$ cat src/rtl/alu_share_arbiter.sv
// Round-robin share of one 32-bit ALU between two issue slots.
// The winning op drives the ALU operand and control lines combinationally. The
// ALU result is captured in a one-entry, tagged output register. Saturating
// counters record grants and contention.
module alu_share_arbiter #(
  parameter int unsigned TAG_W = 5,
  parameter int unsigned CNT_W = 16
) (
  input  logic             clk,
  input  logic             rst_n,
  input  logic             flush,
  // slot 0
  input  logic             req0_valid,
  output logic             req0_ready,
  input  logic [31:0]      req0_a,
  input  logic [31:0]      req0_b,
  input  logic [3:0]       req0_ctrl,
  input  logic [TAG_W-1:0] req0_tag,
  // slot 1
  input  logic             req1_valid,
  output logic             req1_ready,
  input  logic [31:0]      req1_a,
  input  logic [31:0]      req1_b,
  input  logic [3:0]       req1_ctrl,
  input  logic [TAG_W-1:0] req1_tag,
  // shared ALU
  output logic [31:0]      alu_a,
  output logic [31:0]      alu_b,
  output logic [3:0]       alu_ctrl,
  input  logic [31:0]      alu_result,
  input  logic             alu_zero,
  // result entry
  output logic             res_valid,
  input  logic             res_ready,
  output logic [31:0]      res_result,
  output logic             res_zero,
  output logic [TAG_W-1:0] res_tag,
  output logic             res_src,
  // performance counters
  input  logic             clr_cnt,
  output logic [CNT_W-1:0] grant_cnt0,
  output logic [CNT_W-1:0] grant_cnt1,
  output logic [CNT_W-1:0] conflict_cnt
);

  logic             res_valid_q;
  logic [31:0]      res_result_q;
  logic             res_zero_q;
  logic [TAG_W-1:0] res_tag_q;
  logic             res_src_q;
  logic             prio_q;
  logic [CNT_W-1:0] grant_cnt0_q;
  logic [CNT_W-1:0] grant_cnt1_q;
  logic [CNT_W-1:0] conflict_cnt_q;

  logic             can_acc;
  logic             gnt0;
  logic             gnt1;
  logic             acc;
  logic             winner;
  logic             both_valid;
  logic [TAG_W-1:0] win_tag;

  // Grant selection, handshake and ALU operand steering.
  always_comb begin
    can_acc    = !flush && (!res_valid_q || res_ready);
    both_valid = req0_valid && req1_valid;
    // A lone valid slot wins outright; under contention prio decides.
    gnt0       = req0_valid && (!req1_valid || !prio_q);
    gnt1       = req1_valid && (!req0_valid || prio_q);
    req0_ready = can_acc && gnt0;
    req1_ready = can_acc && gnt1;
    acc        = req0_ready || req1_ready;
    winner     = req1_ready;
    // With no grant the ALU sees slot 0, which is harmless since nothing loads.
    alu_a      = gnt1 ? req1_a    : req0_a;
    alu_b      = gnt1 ? req1_b    : req0_b;
    alu_ctrl   = gnt1 ? req1_ctrl : req0_ctrl;
    win_tag    = gnt1 ? req1_tag  : req0_tag;
  end

  // Output entry: flush kills it; an accept loads it even while it drains.
  always_ff @(posedge clk or negedge rst_n) begin
    if (!rst_n) begin
      res_valid_q  <= 1'b0;
      res_result_q <= '0;
      res_zero_q   <= 1'b0;
      res_tag_q    <= '0;
      res_src_q    <= 1'b0;
    end else if (flush) begin
      res_valid_q <= 1'b0;
    end else if (acc) begin
      res_valid_q  <= 1'b1;
      res_result_q <= alu_result;
      res_zero_q   <= alu_zero;
      res_tag_q    <= win_tag;
      res_src_q    <= winner;
    end else if (res_ready) begin
      res_valid_q <= 1'b0;
    end
  end

  // Round-robin pointer: the loser of the last accept goes first next time.
  always_ff @(posedge clk or negedge rst_n) begin
    if (!rst_n) begin
      prio_q <= 1'b0;
    end else if (acc) begin
      prio_q <= ~winner;
    end
  end

  // Saturating performance counters; clear beats a same-cycle increment.
  always_ff @(posedge clk or negedge rst_n) begin
    if (!rst_n) begin
      grant_cnt0_q   <= '0;
      grant_cnt1_q   <= '0;
      conflict_cnt_q <= '0;
    end else if (clr_cnt) begin
      grant_cnt0_q   <= '0;
      grant_cnt1_q   <= '0;
      conflict_cnt_q <= '0;
    end else begin
      if (req0_ready && (grant_cnt0_q != '1)) begin
        grant_cnt0_q <= grant_cnt0_q + CNT_W'(1);
      end
      if (req1_ready && (grant_cnt1_q != '1)) begin
        grant_cnt1_q <= grant_cnt1_q + CNT_W'(1);
      end
      if (both_valid && can_acc && (conflict_cnt_q != '1)) begin
        conflict_cnt_q <= conflict_cnt_q + CNT_W'(1);
      end
    end
  end

  // Register outputs.
  always_comb begin
    res_valid    = res_valid_q;
    res_result   = res_result_q;
    res_zero     = res_zero_q;
    res_tag      = res_tag_q;
    res_src      = res_src_q;
    grant_cnt0   = grant_cnt0_q;
    grant_cnt1   = grant_cnt1_q;
    conflict_cnt = conflict_cnt_q;
  end

endmodule

$ cat config.mk
export PLATFORM = sky130hd
export DESIGN_NAME = alu_share_arbiter
export DESIGN_NICKNAME = d
export VERILOG_FILES = /design/src/rtl/alu_share_arbiter.sv
export SDC_FILE = /design/constraint.sdc
export NUM_CORES = 1
export LEC_CHECK = 0
export CORE_AREA = 3 3 134 136
export CTS_CLUSTER_SIZE = 10
export DETAILED_ROUTE_END_ITERATION = 10
export DIE_AREA = 0 0 137 139
export GPL_TIMING_DRIVEN = 1
export PLACE_DENSITY_LB_ADDON = 0.25
export SLEW_MARGIN = 20
export SYNTH_ARGS = -nofsm -noshare
export SYNTH_HDL_FRONTEND = slang
export SYNTH_SLANG_ARGS = --single-unit
$ cat constraint.sdc
create_clock -name clk -period 2.2 [get_ports clk]
set_clock_uncertainty 0.2 [all_clocks]
set_input_delay 0.33 -clock clk [delete_from_list [all_inputs] [get_ports clk]]
set_output_delay 0.33 -clock clk [all_outputs]
set_load 0.05 [all_outputs]
==> impl_metrics.ini <==
[cells_and_area]
fill_cells = 1392
design_area_um2 = 10400
multiInputGateArea_um2 = 2990
layout.cells.most_common = clkdlybuf4s50_1
seq_area_um2 = 2250
post_route_insts_no_fill = 1084
final_nets = 1038
fraction_of_layout_cells_with_a_size_suffix_above_1_pct = 36.5
layout_common_cells = clkdlybuf4s50_1 (230), dfrtp_1 (72), buf_8 (72)
area_growth_pct = 107

[floorplan]
core_region_area_um2 = 17100
num_io_pins = 344
floorplan.rows = 48
die_wd_um = 137
chipHeight_um = 139
effective_utilization_at_floorplan_pct = 29.4
die_area_um2 = 19000

[timing]
whs_ns = 0.284
fin_ws_ns = -0.155
unrepaired_setup_endpoints_after_global_routing = true
final_min_period_over_clock_period_pct = 107
max_freq_mhz = 425
finalCriticalPeriod_ns = 2.35
report.final.slew_viol_count = 0
worst_pin_slew_ns = 0.640
hold_violations = 0
finalSetupViolCount = 68
tns_ns = -7.35
max-slew-margin-rel_pct = 57.0

[critical_path]
critical_path.max_fanout = 6
path_common_cell = buf_12
timing.critical_path.cells = o21ai_4 -> buf_12 -> buf_12 -> clkbuf_16 -> mux2_4 -> buf_8
worst_path_dominant_cell_family = buffers and inverters
slowest_stage = dfrtp_1
worst_setup_path_start_kind = register
cp_data_required_time_ns = 1.67
critical_path.endpoint_type = output pin
longest_individual_stage_delay_on_the_worst_path_ns = 0.41
path_buf_inv = 4
arrival_time_at_the_worst_endpoint_ns = 1.82
worst-setup-path-type = reg2out

[pwr]
leakage_uw = 0.00455
power.ir.vdd_worst_v = 0.000448
power_per_cell_area_nw_per_um2 = 745

[place]
numPlacedInstances = 1046
placed_cell_area_um2 = 8820
routabilityCongestion = 1.04
dp_hpwl_um = 20500
port_buffers = 343

[synthesis]
synth_nets = 655
synth_ff_type = dfrtp_1
yosysUniqueCellTypes = 45
synth_cells = 466
ys_seq_elements = 89
synth.cell_area_um2 = 5020
synth_seq_area_share_pct = 44.4
synth_warnings = 0
synth-async-reset-ratio_pct = 100
synth-edff-count = 0
synthesis.area_per_instance_um2 = 10.8

[global_route]
wire_length_of_the_first_global_routing_pass_um = 37400
grt.total_usage_pct = 26.6
overflow = 0
number_of_global_route_vias_before_repair = 5648
grt_max_degree = 52
antenna_found_initial = 11

[clock_network]
cts_buffer_depth = 2
tritoncts_clock_tree = done
numClockSinks = 89
cts_root_buffer = clkbuf_16
htreeDepth = 3
cts_inserted_buffers = 9
clock_pin_slew_worst_setup_and_hold_paths_ns = 0.07
worst_skew_pair.late_latency_ns = 0.33

[detailed_routing]
drt.antenna.violating_nets = 0
dr.pass1.iters = 5
via_per_inst = 5.02
drt_iter0_drc = 318
route.detailed.drc = 0
routed-via-count = 5446
detail_route.wirelength_um = 26400
wire_per_inst_um = 24.4

[outcome]
outcome = complete, but fails checks
violated_checks = setup timing

[min_path]
hp-class = reg2reg

[flow_run]
cap_viol_max_count = 0
[synth_stat cells, types with 2 or more instances]
cell	n	share of area, %
nor4b_1	2	0.35
o21ai_0	12	1.2
nand2_1	25	1.9
and3_1	3	0.37
nor2_1	43	3.2
dfrtp_1	89	44
clkbuf_1	17	1.3
mux2_2	103	23
nor2b_1	4	0.50
and4_1	4	0.70
a311oi_1	2	0.35
o21ai_1	2	0.20
a211oi_1	3	0.45
nor4_1	15	1.9
nor3_1	16	1.6
or4_1	2	0.30
ha_1	3	0.75
inv_1	10	0.75
xnor2_1	29	5.1
buf_2	6	0.60
a21oi_1	8	0.80
nor3b_1	3	0.45
nand3_1	16	1.6
nand4_1	16	2.0
xor2_1	3	0.52
mux2i_1	9	1.8
and2_1	2	0.25
o31ai_1	2	0.30
[final timing paths]
path,startpoint,endpoint,slack [ns],cells after the start
worst min register to register,res_src$_DFFE_PN0P_,res_src$_DFFE_PN0P_,0.28,2
worst max-delay path,prio_q$_DFFE_PN0P_,alu_a[16],-0.15,6
max in group asynchronous,rst_n,res_valid$_DFFE_PN0P_,0.86,3
worst min-delay path,res_src$_DFFE_PN0P_,res_src$_DFFE_PN0P_,0.28,2
min in group asynchronous,rst_n,conflict_cnt[2]$_DFFE_PN0P_,0.29,2
worst max register to register,prio_q$_DFFE_PN0P_,grant_cnt0[11]$_DFFE_PN0P_,0.02,9
[layer usage]
| layer | GRT usage [%] | wire (um) |
|---|---|---|
| met2 | 42.6 | 12600 |
| met5 | 0 | 80 |
| met4 | 4.46 | 342 |
| met3 | 11.8 | 2900 |
| met1 | 33.8 | 10500 |
[timing repair]
action,4_1_cts,5_1_grt
buffers inserted,10,4
hold buffers,1,0
hold endpoints to repair,31,0
pin swaps,0,3
endpoints found under the setup margin,71,82
resized for setup,180,70
cloned,5,1
[where the power goes]
part / leakage [uW] / switching [uW] / internal, uW
clock network: 0.000183 / 654 / 1260
registers: 0.00112 / 136 / 1860
logic: 0.00324 / 2150 / 1670
total: 0.00455 / 2940 / 4790
[state kept, by name (all words and copies together), names as in the netlist]
register,flops
res_valid,1
conflict_cnt,16
res_zero,1
res_src,1
grant_cnt1,16
res_tag,5
res_result,32
prio_q,1
grant_cnt0,16
[per-stage QoR]
| step | utilization, % | setup slack, ns | power (uW) |
|---|---|---|---|
| floorplan | - | -0.0596 | 3880 |
| finish | 60.8 | -0.155 | 7730 |
| global placement | 51.7 | -0.274 | 5240 |
| global route | 60.8 | -0.179 | 7990 |
| detailed placement | 51.7 | -0.285 | 5270 |
| CTS | 59.2 | -0.243 | 7670 |
[cell type report]
type	count	area share (%)
Timing Repair Buffer	395	42.6
Multi-Input combinational cell	344	28.8
Sequential cell	89	21.7
Tap cell	225	2.71
Clock buffer	10	2.30
Clock inverter	6	1.33
Inverter	10	0.398
Antenna cell	5	0.121
[tightest hold or removal path: stages (launching register included)]
cell and delay (ns):
dfrtp_1 0.35, nand2_1 0.05, nand2_1 0.05
[cells by family after synthesis]
logic type	count (synthesis)	share of synthesized area, %
compound gates	35	4.46
flops	89	44.4
fa+ha+maj	3	0.748
simple gates	162	17.3
mux	112	24.9
xor+xnor	32	5.58
buf+inv	33	2.62
Power figures use the tool's default switching activity.
